--- src/rtl/fetch_queue_pkg.sv ---
// Shared types for the instruction fetch path.
// rv32i_types holds ISA-level word/entry types; fetch_queue_types holds the
// fetch queue controller state encoding and PC arithmetic helpers.

package rv32i_types;

    typedef logic [31:0] word_t;

    // One fetched instruction together with the address it came from.
    typedef struct packed {
        word_t pc;
        word_t inst;
    } fetch_entry_t;

endpackage

package fetch_queue_types;

    import rv32i_types::*;

    // IDLE: no request outstanding.
    // FETCH: request outstanding, response will be pushed.
    // DISCARD: request outstanding but made stale by a redirect, so the response is dropped.
    typedef enum logic [1:0] {
        IDLE    = 2'd0,
        FETCH   = 2'd1,
        DISCARD = 2'd2
    } fq_state_t;

    localparam word_t PC_STEP = 32'd4;

    // Sequential next PC; wraps naturally at the top of the 32-bit space.
    function automatic word_t next_pc(input word_t pc);
        return pc + PC_STEP;
    endfunction

endpackage

--- src/rtl/fq_storage.sv ---
// Circular buffer of DEPTH {pc, inst} entries with push, pop, clear,
// combinational head outputs and an occupancy count.

module fq_storage #(
    parameter int DEPTH = 4
) (
    input  logic                     clk,
    input  logic                     rst,
    input  logic                     clear,
    input  logic                     push,
    input  logic [31:0]              push_pc,
    input  logic [31:0]              push_inst,
    input  logic                     pop,
    output logic [31:0]              head_pc,
    output logic [31:0]              head_inst,
    output logic [$clog2(DEPTH):0]   count
);

    localparam int PTR_W = $clog2(DEPTH);
    localparam int CNT_W = PTR_W + 1;

    logic [PTR_W-1:0] head_q, head_d;
    logic [PTR_W-1:0] tail_q, tail_d;
    logic [CNT_W-1:0] count_q, count_d;
    logic [31:0]      pc_mem_q [DEPTH];
    logic [31:0]      pc_mem_d [DEPTH];
    logic [31:0]      inst_mem_q [DEPTH];
    logic [31:0]      inst_mem_d [DEPTH];
    logic             push_ok;
    logic             pop_ok;

    // Guarded push/pop and pointer/count updates; clear wins over both.
    always_comb begin
        pop_ok  = pop && (count_q != '0);
        push_ok = push && ((count_q != CNT_W'(DEPTH)) || pop_ok);
        head_d  = head_q;
        tail_d  = tail_q;
        count_d = count_q;
        if (clear) begin
            head_d  = '0;
            tail_d  = '0;
            count_d = '0;
        end else begin
            if (push_ok) begin
                tail_d = tail_q + PTR_W'(1);
            end
            if (pop_ok) begin
                head_d = head_q + PTR_W'(1);
            end
            case ({push_ok, pop_ok})
                2'b10:   count_d = count_q + CNT_W'(1);
                2'b01:   count_d = count_q - CNT_W'(1);
                default: count_d = count_q;
            endcase
        end
    end

    // Write the incoming entry into the tail slot.
    always_comb begin
        pc_mem_d   = pc_mem_q;
        inst_mem_d = inst_mem_q;
        if (push_ok && !clear) begin
            pc_mem_d[tail_q]   = push_pc;
            inst_mem_d[tail_q] = push_inst;
        end
    end

    // Pointer and count registers, zeroed by reset.
    always_ff @(posedge clk) begin
        if (rst) begin
            head_q  <= '0;
            tail_q  <= '0;
            count_q <= '0;
        end else begin
            head_q  <= head_d;
            tail_q  <= tail_d;
            count_q <= count_d;
        end
    end

    // Entry storage needs no reset: slots are only read once counted valid.
    always_ff @(posedge clk) begin
        pc_mem_q   <= pc_mem_d;
        inst_mem_q <= inst_mem_d;
    end

    assign head_pc   = pc_mem_q[head_q];
    assign head_inst = inst_mem_q[head_q];
    assign count     = count_q;

endmodule

--- src/rtl/fetch_queue.sv ---
// Instruction fetch queue: issues at most one memory read at a time, pushes
// returned words into fq_storage, and handles redirects by flushing the queue
// and dropping any response belonging to the stale request.

module fetch_queue
    import rv32i_types::*;
    import fetch_queue_types::*;
#(
    parameter int          DEPTH    = 4,
    parameter logic [31:0] RESET_PC = 32'h0000_0060
) (
    input  logic                   clk,
    input  logic                   rst,
    output logic [31:0]            mem_address,
    output logic                   mem_read,
    input  logic [31:0]            mem_rdata,
    input  logic                   mem_resp,
    input  logic                   redirect,
    input  logic [31:0]            redirect_pc,
    output logic                   deq_valid,
    input  logic                   deq_ready,
    output logic [31:0]            deq_pc,
    output logic [31:0]            deq_inst,
    output logic [$clog2(DEPTH):0] count
);

    localparam int CNT_W = $clog2(DEPTH) + 1;

    fq_state_t        state_q, state_d;
    word_t            fetch_pc_q, fetch_pc_d;
    word_t            req_addr_q, req_addr_d;
    logic             sq_push;
    logic             sq_pop;
    logic             sq_clear;
    logic [CNT_W-1:0] occ_after_pop;
    logic [CNT_W-1:0] occ_after_push;

    // Next-state, fetch PC and request address; redirect outranks push and pop.
    always_comb begin
        state_d        = state_q;
        fetch_pc_d     = fetch_pc_q;
        req_addr_d     = req_addr_q;
        sq_push        = 1'b0;
        sq_clear       = 1'b0;
        mem_read       = 1'b0;
        sq_pop         = deq_valid && deq_ready && !redirect;
        occ_after_pop  = count - CNT_W'(sq_pop);
        occ_after_push = occ_after_pop + CNT_W'(1);

        case (state_q)
            IDLE: begin
                if (redirect) begin
                    sq_clear   = 1'b1;
                    fetch_pc_d = redirect_pc;
                    req_addr_d = redirect_pc;
                    state_d    = FETCH;
                end else if (occ_after_pop < CNT_W'(DEPTH)) begin
                    req_addr_d = fetch_pc_q;
                    state_d    = FETCH;
                end
            end

            FETCH: begin
                mem_read = 1'b1;
                if (redirect) begin
                    sq_clear   = 1'b1;
                    fetch_pc_d = redirect_pc;
                    if (mem_resp) begin
                        req_addr_d = redirect_pc;
                        state_d    = FETCH;
                    end else begin
                        state_d    = DISCARD;
                    end
                end else if (mem_resp) begin
                    sq_push    = 1'b1;
                    fetch_pc_d = next_pc(fetch_pc_q);
                    if (occ_after_push < CNT_W'(DEPTH)) begin
                        req_addr_d = next_pc(fetch_pc_q);
                        state_d    = FETCH;
                    end else begin
                        state_d    = IDLE;
                    end
                end
            end

            DISCARD: begin
                mem_read = 1'b1;
                if (redirect) begin
                    sq_clear   = 1'b1;
                    fetch_pc_d = redirect_pc;
                end
                if (mem_resp) begin
                    req_addr_d = redirect ? redirect_pc : fetch_pc_q;
                    state_d    = FETCH;
                end
            end

            default: begin
                state_d = IDLE;
            end
        endcase

        if (rst) begin
            mem_read = 1'b0;
        end
    end

    // Controller registers; reset abandons any outstanding request.
    always_ff @(posedge clk) begin
        if (rst) begin
            state_q    <= IDLE;
            fetch_pc_q <= RESET_PC;
            req_addr_q <= RESET_PC;
        end else begin
            state_q    <= state_d;
            fetch_pc_q <= fetch_pc_d;
            req_addr_q <= req_addr_d;
        end
    end

    fq_storage #(
        .DEPTH(DEPTH)
    ) u_storage (
        .clk       (clk),
        .rst       (rst),
        .clear     (sq_clear),
        .push      (sq_push),
        .push_pc   (fetch_pc_q),
        .push_inst (mem_rdata),
        .pop       (sq_pop),
        .head_pc   (deq_pc),
        .head_inst (deq_inst),
        .count     (count)
    );

    assign mem_address = req_addr_q;
    assign deq_valid   = (count != '0);

endmodule

--- config.mk ---
export PLATFORM = sky130hd
export DESIGN_NAME = fetch_queue
export DESIGN_NICKNAME = d
export VERILOG_FILES = /design/src/rtl/fetch_queue_pkg.sv /design/src/rtl/fq_storage.sv /design/src/rtl/fetch_queue.sv
export SDC_FILE = /design/constraint.sdc
export NUM_CORES = 1
export LEC_CHECK = 0
export ABC_AREA = 0
export CAP_MARGIN = 20
export CORE_ASPECT_RATIO = 0.5
export CORE_MARGIN = 8
export CORE_UTILIZATION = 55
export CTS_CLUSTER_SIZE = 8
export DETAILED_ROUTE_END_ITERATION = 6
export HOLD_SLACK_MARGIN = 0.15
export PLACE_DENSITY = 0.85
export SLEW_MARGIN = 10
export SYNTH_ARGS = -nofsm -noshare
export SYNTH_HDL_FRONTEND = slang
export SYNTH_SLANG_ARGS = --single-unit
--- constraint.sdc ---
create_clock -name clk -period 4.4 [get_ports clk]
set_input_delay 1.1 -clock clk [delete_from_list [all_inputs] [get_ports clk]]
set_output_delay 1.1 -clock clk [all_outputs]
set_load 0.005 [all_outputs]
== Word level (Yosys, flattened, before mapping) ==
Index checks and enable logic that the tools add are counted.
Word-level totals
  register bits after elaboration: 329
  output and inout port bits: 101
  logic and storage cells: 97
  input port bits: 69
Operators by class
  eq/ne operators: 10
  add/sub/neg operators: 7
  order comparisons: 5
  bitwise logic cells: 2
  reductions and logical operators: 21
  multiplexer cells: 38
Operator list (number)
  $mux W32: 15
  $bwmux W128: 2
  $bmux W32 S2: 2
  $pmux W32 S3: 1
  $demux W32 S2: 1
  $pmux W32 S2: 1
  $add A32 B3 Y32 const B: 1
  $mux W2: 6
  $ne A3 B3 Y1 const B: 4
  $mux W1: 8
  $add A3 B1 Y3 const B: 2
  $ge A3 B3 Y1 const B: 2
  $logic_and A1 B1 Y1: 6
  $lt A3 B3 Y1 const B: 2
  $not A2 Y3: 2
  $pmux W2 S3: 1
  $pmux W3 S2: 1
  $reduce_bool A3 Y1: 2
  $reduce_or A2 Y1: 3
  $reduce_and A5 Y1: 1
  $add A2 B1 Y2 const B: 2
  $eq A2 B1 Y1 const B: 2
  $eq A2 B2 Y1 const B: 2
  $ne A2 B2 Y1 const B: 2
  other kinds (10): 12

== Logic depth before layout (Yosys ltp) ==
Gate-level depths: netlist of the first run.
  depth after elaboration: 10
  depth in mapped cells: 12
  depth with buffers taken out: 10

== Modules after synthesis ==
A second synthesis of the first run with hierarchy kept.
Second synthesis, totals
  cell total of the unflattened synthesis: 962
  area, all modules: 14063.5 um2
Modules (own cells, without submodules)
  fq_storage: times used 1, seq. area each 7827.5 um2, cells an instance 381, area an instance 9660.5 um2
  fetch_queue: times used 1, seq. area each 1321.3 um2, cells an instance 581, area an instance 4403.0 um2

== Worst setup path before layout of the first run ==
Ideal clock, no wire load.
  kind: input-to-reg
  from: input port redirect
  to: register u_storage.inst_mem_q[0] (netlist bit) (enable)
  stages on the path: 3
  data required time: 3.971 ns
  slack: 0.591 ns
  arrival: 3.380 ns
  path buffers: 0
  setup time: 0.429 ns
  cells stage by stage: or2b_1 -> nor3_1 -> and2_1
Between the ends
  cells in the longest elaborated chain, start to end: 6
  elaborated cells between the ends (all ways): 11
  those cells by class: mux (4); reduce/logical (7)
RTL lines
  from (decl): line fetch_queue.sv:18  | input logic redirect,
  $logic_not A1 Y1: line fetch_queue.sv:46  | sq_pop = deq_valid && deq_ready && !redirect;
  $logic_and A1 B1 Y1: line fetch_queue.sv:46
  $logic_and A1 B1 Y1: line fq_storage.sv:34  | pop_ok = pop && (count_q != '0);
  $logic_or A1 B1 Y1: line fq_storage.sv:35  | push_ok = push && ((count_q != CNT_W'(DEPTH)) || pop_ok);
  $logic_and A1 B1 Y1: line fq_storage.sv:35
  $logic_and A1 B1 Y1 (*): line fq_storage.sv:62  | if (push_ok && !clear) begin
  to (signal assigned): line fq_storage.sv:84  | inst_mem_q <= inst_mem_d;
  to (decl): line fq_storage.sv:27  | logic [31:0] inst_mem_q [DEPTH];
Every way passes the cells marked *; elsewhere a longest branch is shown, timed or not.
A chain may end at the register's enable or synchronous reset.

== Worst setup path after layout of the first run ==
  from: input port deq_ready
  to: register req_addr_q[20] (netlist: mem_address[20])
Between the ends
  cells in the longest elaborated chain, start to end: 7
  elaborated cells between the ends (all ways): 9
  those cells by class: add/sub (2); order compare (2); eq/ne (2); reduce/logical (3)
RTL lines
  from (decl): line fetch_queue.sv:21  | input logic deq_ready,
  $logic_and A1 B1 Y1 (*) (2 in a row): line fetch_queue.sv:46
  $sub A3 B1 Y3 (*): line fetch_queue.sv:47  | occ_after_pop = count - CNT_W'(sq_pop);
  $add A3 B1 Y3: line fetch_queue.sv:48  | occ_after_push = occ_after_pop + CNT_W'(1);
  $lt A3 B3 Y1: line fetch_queue.sv:77  | if (occ_after_push < CNT_W'(DEPTH)) begin
  $ne A3 B3 Y1 (no line)
  $reduce_and A5 Y1 (no line) (*)
  to (signal assigned): line fetch_queue.sv:117  | req_addr_q <= req_addr_d;
  to (decl): line fetch_queue.sv:31  | word_t req_addr_q, req_addr_d;
Marked as above.

==> results of run 1 <==
## metrics by stage
| stage | instance area [µm²] | setup slack (ns) | util [%] |
|---|---|---|---|
| floorplan | 13800 | 0.591 | - |
| global placement | 15900 | 0.267 | 63.8 |
| detailed placement | 15900 | 0.121 | 63.8 |
| CTS | 17200 | 0.542 | 68.9 |
| global route | 17200 | 0.365 | 68.9 |
| finish | 17200 | 0.596 | 68.9 |
## cell usage in the layout (no fill, tap or decap), types with 26 or more instances in the layout
| master | synthesis | routed |
|---|---|---|
| edfxtp_1 | 256 | 256 |
| clkdlybuf4s50_1 | 0 | 167 |
| dfxtp_1 | 73 | 71 |
| mux4_2 | 64 | 64 |
| nand2_1 | 63 | 63 |
| clkbuf_16 | 0 | 48 |
| a21oi_1 | 47 | 47 |
| nor2_1 | 38 | 38 |
| nand3_1 | 27 | 27 |
| o21ai_0 | 26 | 26 |
## metal layers
| layer | GRT usage (%) | vias to the layer above | share of wire [%] |
|---|---|---|---|
| li1 | - | 4019 | - |
| met1 | 29.9 | 4553 | 40 |
| met2 | 38.1 | 477 | 50 |
| met3 | 4.29 | 65 | 7.9 |
| met4 | 5.29 | 0 | 1.7 |
| met5 | 0 | - | 0 |
## flip-flops by register name (all words and copies together), names as in the netlist
| register | count |
|---|---|
| state_q | 2 |
| fetch_pc_q | 32 |
| u_storage.count | 3 |
| u_storage.tail_q | 2 |
| u_storage.inst_mem_q | 128 |
| u_storage.head_q | 2 |
| u_storage.pc_mem_q | 128 |
| mem_address | 32 |
## power by group through the flow
stage / Combinational (W) / Clock, W / Sequential (W)
final: 0.000686 / 0.00318 / 0.00358
after CTS: 0.000683 / 0.00323 / 0.00358
after floorplan: 0.000359 / 0 / 0.00359
after global placement: 0.000653 / 0 / 0.00362
after global routing: 0.000734 / 0.00336 / 0.00359
after detailed placement: 0.000675 / 0 / 0.00363
## how the worst max path moves through the flow
stage	to	cells past startpoint
6_report	mem_address[20]$_SDFFE_PP0P_	10
5_1_grt	mem_address[20]$_SDFFE_PP0P_	10
4_1_cts	deq_pc[9]	3
3_5_place_dp	mem_address[20]$_SDFFE_PP0P_	10
3_3_place_gp	mem_address[20]$_SDFFE_PP0P_	10
2_1_floorplan	u_storage.inst_mem_q[0]$_DFFE_PP_	3
## critical path: cells and delay by family
| kind | cells | cell delay (ns) |
|---|---|---|
| compound gates | 2 | 0.52 |
| xor+xnor | 1 | 0.12 |
| fa+ha+maj | 2 | 0.39 |
| buf+inv | 1 | 0.53 |
| simple gates | 4 | 1.56 |
## cells by family (layout without fill, tap and decap cells)
family	after synthesis	in the layout	synth area share, %
and+or+nand+nor	237	237	9.03
xor gates and xnor gates	37	37	2.40
AOI/OAI and AO/OA	169	169	7.92
adders and majority gates	12	12	1.14
muxes	71	71	10.9
DFF	329	329	66.2
buffers and inverters	77	272	2.34
## layout make-up
type,count,share of cell area [%]
flip-flops and latches,329,53.3
clock buffers,62,7.29
well taps,344,2.50
multi-input cells,526,25.3
repair buffers,191,11.1
inverters,16,0.349
clock inverters,3,0.197
==> impl_metrics.py, run 1 <==
metrics = {
    "power": {
        "ir_worst_vdd_uv": 250,
        "intPower_w": 0.00575,
        "power_frac_comb_pct": 9.2,
        "p_sw_w": 0.00169,
        "power.leakage_nw": 5.54,
        "p_per_area_nw_per_um2": 433,
        "netSwitchingFraction_pct": 22.7,
        "seq_power_share_pct": 48.1,
        "power_w": 0.00745,
        "pwr-share-clk_pct": 42.7,
    },
    "worst_setup_path": {
        "reg2reg_slack_ns": 1.00,
        "start_kind": "primary input",
        "r2r_start": "u_storage.count[2]$_SDFFE_PP0P_",
        "crit_path_max_fanout": 28,
        "reg2regPathDepth": 9,
        "slowest_stage": "or3_1",
        "critical_path.cell_chain": "clkdlybuf4s50_1 -> o31ai_1 -> nor2_1 -> ha_1 -> ha_1 -> xnor2_2 -> nor3_1 -> or3_1 -> nor2_1 -> a2111oi_2",
        "worstSetupPathType": "primary input to register",
        "timing.rr.end": "mem_address[20]$_SDFFE_PP0P_",
        "worst_setup_path_end_kind": "register",
        "crit_start": "deq_ready",
        "cp.arrival_ns": 4.23,
        "critPathMaxStageDelay_ns": 0.84,
        "critPathRequiredTime_ns": 4.83,
    },
    "finish": {
        "layoutNonFillerInstCount": 1471,
        "n_antenna_cell": 0,
        "fillCellCount": 1691,
        "area_growth_pct": 24.4,
        "fin_nets": 1192,
        "regArea_um2": 9150,
        "multi_input_area_um2": 4350,
        "drive_gt1_share_pct": 13.9,
    },
    "global_route": {
        "grt_max_degree": 69,
        "grt-ovfl-total": 0,
        "grt_use_total_pct": 22.5,
        "grt_pass1_vias": 9254,
        "grt_pass1_wl_um": 53900,
        "antenna_found_initial": 0,
    },
    "clocking": {
        "cts_hold_buf": 0,
        "cts_tree": "yes",
        "clock_path_buffers": 3,
        "clock-sinks": 329,
        "cts_inserted_buffers": 47,
        "clockRootBuffer": "clkbuf_16",
        "cts.clk_slew.worst_paths_ns": 0.05,
        "cts_max_level": 2,
        "clk_latency_ns": 0.53,
        "post_cts_buffers": 0,
        "cts_resized": 0,
    },
    "synthesis": {
        "synth_top_area_share_pct": 55.7,
        "synth.most_common_cell": "edfxtp_1",
        "synth_top_area_cell": "edfxtp_1",
        "syn-instance-count": 932,
        "synth_nets": 1013,
        "synth.distinct_cells": 65,
        "seq_area_frac_synth_pct": 66.2,
        "synth_async_sr_flop_share_pct": 0,
        "synthFlopType": "edfxtp_1",
        "synth_edf_count": 256,
        "netlist_area_um2": 13800,
        "ys_top_cells_by_count": "256 x edfxtp_1, 73 x dfxtp_1, 64 x mux4_2",
        "synth_area_leaders": "edfxtp_1 56%, dfxtp_1 11%, mux4_2 10%",
        "ys_ff_latch": 329,
        "avgSynthCellArea_um2": 14.8,
        "ys_warn_count": 0,
    },
    "place": {
        "hpwl_um": 21600,
        "dp_cells": 1406,
        "gp_congestion": 0.909,
        "port_buffers": 169,
    },
    "detailed_routing": {
        "drt_wl_total_um": 34600,
        "drt_pass1_iterations": 5,
        "drc": 0,
        "wl_per_cell_um": 23.5,
        "vias": 9114,
        "first_iter_violations": 1006,
        "viasPerCell": 6.20,
        "final_antenna_net_count": 0,
    },
    "outcome": {
        "status": "completed",
    },
    "timing": {
        "maxSlewHeadroom_pct": 31.9,
        "period_minus_slack_ns": 3.80,
        "fin_crit_sh_pct": 86.5,
        "fmax_mhz": 263,
        "hold_violations": 0,
        "drv_slew": 0,
        "setup_violations": 0,
        "worst_slew_pin_slew_ns": 1.02,
        "hold_slack_ns": 0.454,
        "rsz0062_at_grt": "false",
        "tns_ns": 0,
        "finalClockSkew_ns": 0.0168,
    },
    "die": {
        "die_x_um": 240,
        "start_util_pct": 55.4,
        "rows": 41,
        "fp.dieH_um": 128,
        "io_pins": 170,
        "die-area_um2": 30700,
        "core_um2": 24900,
    },
    "hold_path": {
        "min_from": "mem_address[12]$_SDFFE_PP0P_",
        "whs_path_depth": 2,
        "min_to": "mem_address[12]$_SDFFE_PP0P_",
        "hp-class": "register to register",
    },
    "job": {
        "cap_viol_max_count": 0,
    },
}
(Power assumes the default switching activity.)
==> run 2, diff against run 1 <==
- CAP_MARGIN: 20 -> 30
- CELL_PAD_IN_SITES_DETAIL_PLACEMENT: default -> 1
- CELL_PAD_IN_SITES_GLOBAL_PLACEMENT: default -> 1
- CORE_UTILIZATION: 55 -> 46
==> run 2 against run 1 <==
Die area is 18% higher. Sequential power hardly changed. Total power is 2.7% higher.
==> impl_metrics.py, run 2 (same netlist as run 1, synthesis figures left out) <==
metrics = {
    "outcome": {
        "status": "completed",
    },
    "worst_setup_path": {
        "critPathRequiredTime_ns": 3.30,
        "crit_path_max_fanout": 26,
        "worst_setup_path_end_kind": "output port",
        "start_kind": "register",
        "r2r_start": "fetch_pc_q[6]$_SDFFE_PP1P_",
        "worstSetupPathType": "register to output port",
        "reg2reg_slack_ns": 1.16,
        "crit_start": "u_storage.head_q[0]$_SDFFE_PP0P_",
        "cp.arrival_ns": 2.63,
        "timing.rr.end": "fetch_pc_q[30]$_SDFFE_PP0P_",
        "reg2regPathDepth": 5,
    },
    "detailed_routing": {
        "wl_per_cell_um": 27.0,
        "drt_wl_total_um": 41300,
        "drc": 0,
        "drt_pass1_iterations": 5,
        "first_iter_violations": 904,
        "final_antenna_net_count": 0,
        "vias": 9430,
        "viasPerCell": 6.17,
    },
    "timing": {
        "fin_crit_sh_pct": 84.8,
        "fmax_mhz": 268,
        "finalClockSkew_ns": 0.0302,
        "worst_slew_pin_slew_ns": 1.07,
        "setup_violations": 0,
        "maxSlewHeadroom_pct": 28.2,
        "tns_ns": 0,
        "drv_slew": 0,
        "rsz0062_at_grt": "false",
        "hold_slack_ns": 0.458,
        "period_minus_slack_ns": 3.73,
        "setup_slack_ns": 0.669,
        "hold_violations": 0,
    },
    "global_route": {
        "antenna_found_initial": 0,
        "grt_pass1_wl_um": 61900,
        "grt_use_total_pct": 22.2,
        "grt_max_degree": 65,
        "grt-ovfl-total": 0,
        "grt_pass1_vias": 10052,
    },
    "die": {
        "io_pins": 170,
        "start_util_pct": 47.2,
        "rows": 44,
        "die_x_um": 261,
        "die-area_um2": 36200,
        "fp.dieH_um": 139,
        "core_um2": 29300,
    },
    "clocking": {
        "cts.clk_slew.worst_paths_ns": 0.05,
        "clockRootBuffer": "clkbuf_16",
        "cts_resized": 0,
        "post_cts_buffers": 0,
        "clk_latency_ns": 0.56,
        "clock_path_buffers": 3,
        "clock-sinks": 329,
        "cts_tree": "yes",
        "cts_inserted_buffers": 47,
        "cts_hold_buf": 0,
        "cts_max_level": 2,
    },
    "place": {
        "pre_cts_ws_ns": 0.532,
        "port_buffers": 169,
        "dp_cells": 1454,
        "hpwl_um": 25200,
        "gp_congestion": 0.859,
    },
    "finish": {
        "area_growth_pct": 25.5,
        "fin_nets": 1193,
        "reg.largest.list": "u_storage.inst_mem_q x128, u_storage.pc_mem_q x128",
        "final_common_cell": "edfxtp_1",
        "layoutNonFillerInstCount": 1529,
        "drive_gt1_share_pct": 13.9,
        "n_antenna_cell": 0,
        "layout_common_cells": "256 x edfxtp_1, 167 x clkdlybuf4s50_1, 71 x dfxtp_1",
        "fillCellCount": 2760,
    },
    "power": {
        "power_w": 0.00765,
        "p_per_area_nw_per_um2": 441,
        "ir_worst_vdd_uv": 267,
        "power.leakage_nw": 5.57,
    },
    "hold_path": {
        "min_from": "mem_address[9]$_SDFFE_PP0P_",
        "min_to": "mem_address[9]$_SDFFE_PP0P_",
        "hp-class": "register to register",
        "whs_path_depth": 2,
    },
    "job": {
        "cap_viol_max_count": 0,
    },
}
## run 2: metrics by stage
| step | instance area (µm²) | util (%) |
|---|---|---|
| 2_1_floorplan | 13800 | - |
| 3_3_place_gp | 16000 | 54.6 |
| 3_5_place_dp | 16000 | 54.6 |
| 4_1_cts | 17300 | 59.2 |
| 5_1_grt | 17300 | 59.2 |
| 6_report | 17300 | 59.2 |
## run 2: cell type report
class | count | area, µm² | share of cell area, %
Sequential cell | 329 | 9150 | 52.8
Inverter | 16 | 60.1 | 0.346
Tap cell | 391 | 489 | 2.82
Clock buffer | 72 | 1290 | 7.45
Multi-Input combinational cell | 526 | 4350 | 25.1
Clock inverter | 3 | 55.1 | 0.318
Timing Repair Buffer | 192 | 1940 | 11.2
## run 2: power breakdown
part / internal (W) / total [W] / switching (W) / leakage (nW)
clock: 0.00200 / 0.00333 / 0.00133 / 0.642
combinational: 0.000340 / 0.000727 / 0.000387 / 1.99
sequential: 0.00346 / 0.00359 / 0.000126 / 2.93
total: 0.00580 / 0.00765 / 0.00184 / 5.57
## run 2: how the worst max path moves through the flow
stage	end	cells after the start
after floorplan	u_storage.inst_mem_q[0]$_DFFE_PP_	3
after global placement	mem_address[4]$_SDFFE_PP0P_	11
after detailed placement	mem_address[28]$_SDFFE_PP0P_	11
after CTS	deq_pc[0]	3
after global routing	deq_pc[0]	3
final	deq_pc[0]	3
## run 2: worst max-delay path: stages, from the launching register on
cell and delay [ns]:
dfxtp_4 0.67, buf_12 0.32, mux4_2 0.54, clkdlybuf4s50_1 0.53
## run 2: routing by layer
layer / vias up / GRT usage, % / share of wire, % / wire (µm)
li1: 4018 / - / - / -
met1: 4848 / 27.9 / 39 / 16300
met2: 465 / 38.6 / 51 / 21100
met3: 99 / 4.23 / 6.9 / 2850
met4: 0 / 6.77 / 2.7 / 1120
met5: - / 0 / 0 / 0
==> run 3, diff against run 2 <==
- CORE_UTILIZATION: 46 -> 42
- PLACE_DENSITY: 0.85 -> 0.82
- clock period: 4.4 -> 3.3 ns (I/O delays scaled with it)
==> run 3 against run 2 <==
Utilization shrank 5.4 points. Flip-flop and latch count is the same. Wire length grew 1.7%. Final cell count grew 4.3%. Critical endpoint is now deq_pc[21].
==> impl_metrics.py, run 3 (same netlist as run 1, synthesis figures left out) <==
metrics = {
    "clocking": {
        "cts_tree": "yes",
        "cts_max_level": 2,
        "cts.clk_slew.worst_paths_ns": 0.06,
        "clock-sinks": 329,
        "clk_latency_ns": 0.56,
        "clock_path_buffers": 3,
        "cts_inserted_buffers": 47,
        "clockRootBuffer": "clkbuf_16",
    },
    "timing": {
        "setup_violations": 0,
        "drv_slew": 0,
        "setup_slack_ns": 0.142,
        "tns_ns": 0,
        "finalClockSkew_ns": 0.0234,
        "fmax_mhz": 317,
        "period_minus_slack_ns": 3.16,
        "worst_slew_pin_slew_ns": 0.730,
        "maxSlewHeadroom_pct": 51.3,
        "rsz0062_at_grt": "false",
        "hold_violations": 0,
        "fin_crit_sh_pct": 95.7,
    },
    "worst_setup_path": {
        "worstSetupPathType": "register to output port",
        "worst_setup_path_end_kind": "output port",
        "cp.arrival_ns": 2.33,
        "crit_path_max_fanout": 7,
        "start_kind": "register",
        "critPathRequiredTime_ns": 2.47,
    },
    "detailed_routing": {
        "wl_per_cell_um": 26.4,
        "drt_pass1_iterations": 5,
        "drc": 0,
        "vias": 9428,
        "final_antenna_net_count": 0,
        "drt_wl_total_um": 42000,
        "viasPerCell": 5.91,
        "first_iter_violations": 1046,
    },
    "finish": {
        "multi_input_area_um2": 4350,
        "reg.largest.list": "u_storage.inst_mem_q x128, u_storage.pc_mem_q x128",
        "fin_nets": 1219,
        "finalInstanceArea_um2": 17600,
        "layout_common_cells": "256 x edfxtp_1, 167 x clkdlybuf4s50_1, 71 x dfxtp_1",
        "area_growth_pct": 27.4,
        "final_common_cell": "edfxtp_1",
        "fillCellCount": 3156,
        "regArea_um2": 9160,
        "n_antenna_cell": 0,
        "drive_gt1_share_pct": 15.9,
        "fin_util_pct": 53.8,
    },
    "power": {
        "power_w": 0.0101,
        "power.leakage_nw": 5.69,
        "p_per_area_nw_per_um2": 573,
        "ir_worst_vdd_uv": 332,
    },
    "hold_path": {
        "hp-class": "register to register",
    },
    "global_route": {
        "grt_pass1_vias": 10062,
        "antenna_found_initial": 0,
        "grt-ovfl-total": 0,
        "grt_use_total_pct": 21.1,
        "grt_max_degree": 60,
        "grt_pass1_wl_um": 63600,
    },
    "die": {
        "rows": 47,
        "core_um2": 32700,
        "start_util_pct": 42.2,
        "fp.dieH_um": 144,
        "die-area_um2": 39300,
        "die_x_um": 272,
        "io_pins": 170,
    },
    "place": {
        "hpwl_um": 27000,
        "place_area_um2": 16300,
        "port_buffers": 169,
        "pre_cts_ws_ns": -0.0886,
        "gp_congestion": 0.881,
    },
    "outcome": {
        "status": "completed",
    },
    "job": {
        "cap_viol_max_count": 0,
    },
}
[run 3: worst max-delay path, stage by stage (launching register included)]
cell,delay (ns)
dfxtp_4,0.48
buf_4,0.25
mux4_2,0.52
clkdlybuf4s50_1,0.52
[run 3: routing by layer]
layer	vias to the layer above	part of all wire, %	track usage [%]
li1	4065	-	-
met1	4864	39	26.0
met2	402	51	37.0
met3	97	6.1	3.45
met4	0	3.5	8.71
met5	-	0	0
[run 3: final cells by class]
type / count / share of cell area [%]
inverter: 16 / 0.341
clock buffer: 61 / 6.98
multi-input combinational: 526 / 24.7
sequential: 329 / 52.0
timing repair buffer: 218 / 12.6
clock inverter: 3 / 0.213
tap: 441 / 3.14
[run 3: repair_timing]
action | 4_1_cts | 5_1_grt
resized for setup | 0 | 1
gates cloned | 0 | 0
setup buffers | 2 | 0
setup endpoints to repair | 36 | 1
hold buffers | 0 | 0
[run 3: path summary, 6_finish.rpt]
kind / to / cells past startpoint / start / slack [ns]
min: mem_address[12]$_SDFFE_PP0P_ / 2 / mem_address[12]$_SDFFE_PP0P_ / 0.46
max reg2reg: mem_address[25]$_SDFFE_PP0P_ / 10 / u_storage.count[2]$_SDFFE_PP0P_ / 0.47
min reg2reg: mem_address[12]$_SDFFE_PP0P_ / 2 / mem_address[12]$_SDFFE_PP0P_ / 0.46
max: deq_pc[21] / 3 / u_storage.head_q[0]$_SDFFE_PP0P_ / 0.14
[run 3: report_power, final]
group | internal [W] | total [W] | switching (W)
Clock | 0.00257 | 0.00430 | 0.00173
Combinational | 0.000480 | 0.00101 | 0.000532
Sequential | 0.00462 | 0.00477 | 0.000156
Total | 0.00766 | 0.0101 | 0.00242
[run 3: metrics by stage]
stage	std cells	hold slack (ns)
2_1_floorplan	932	0.448
3_3_place_gp	1528	0.454
3_5_place_dp	1528	0.458
4_1_cts	1594	0.469
5_1_grt	1594	0.490
6_report	1594	0.462
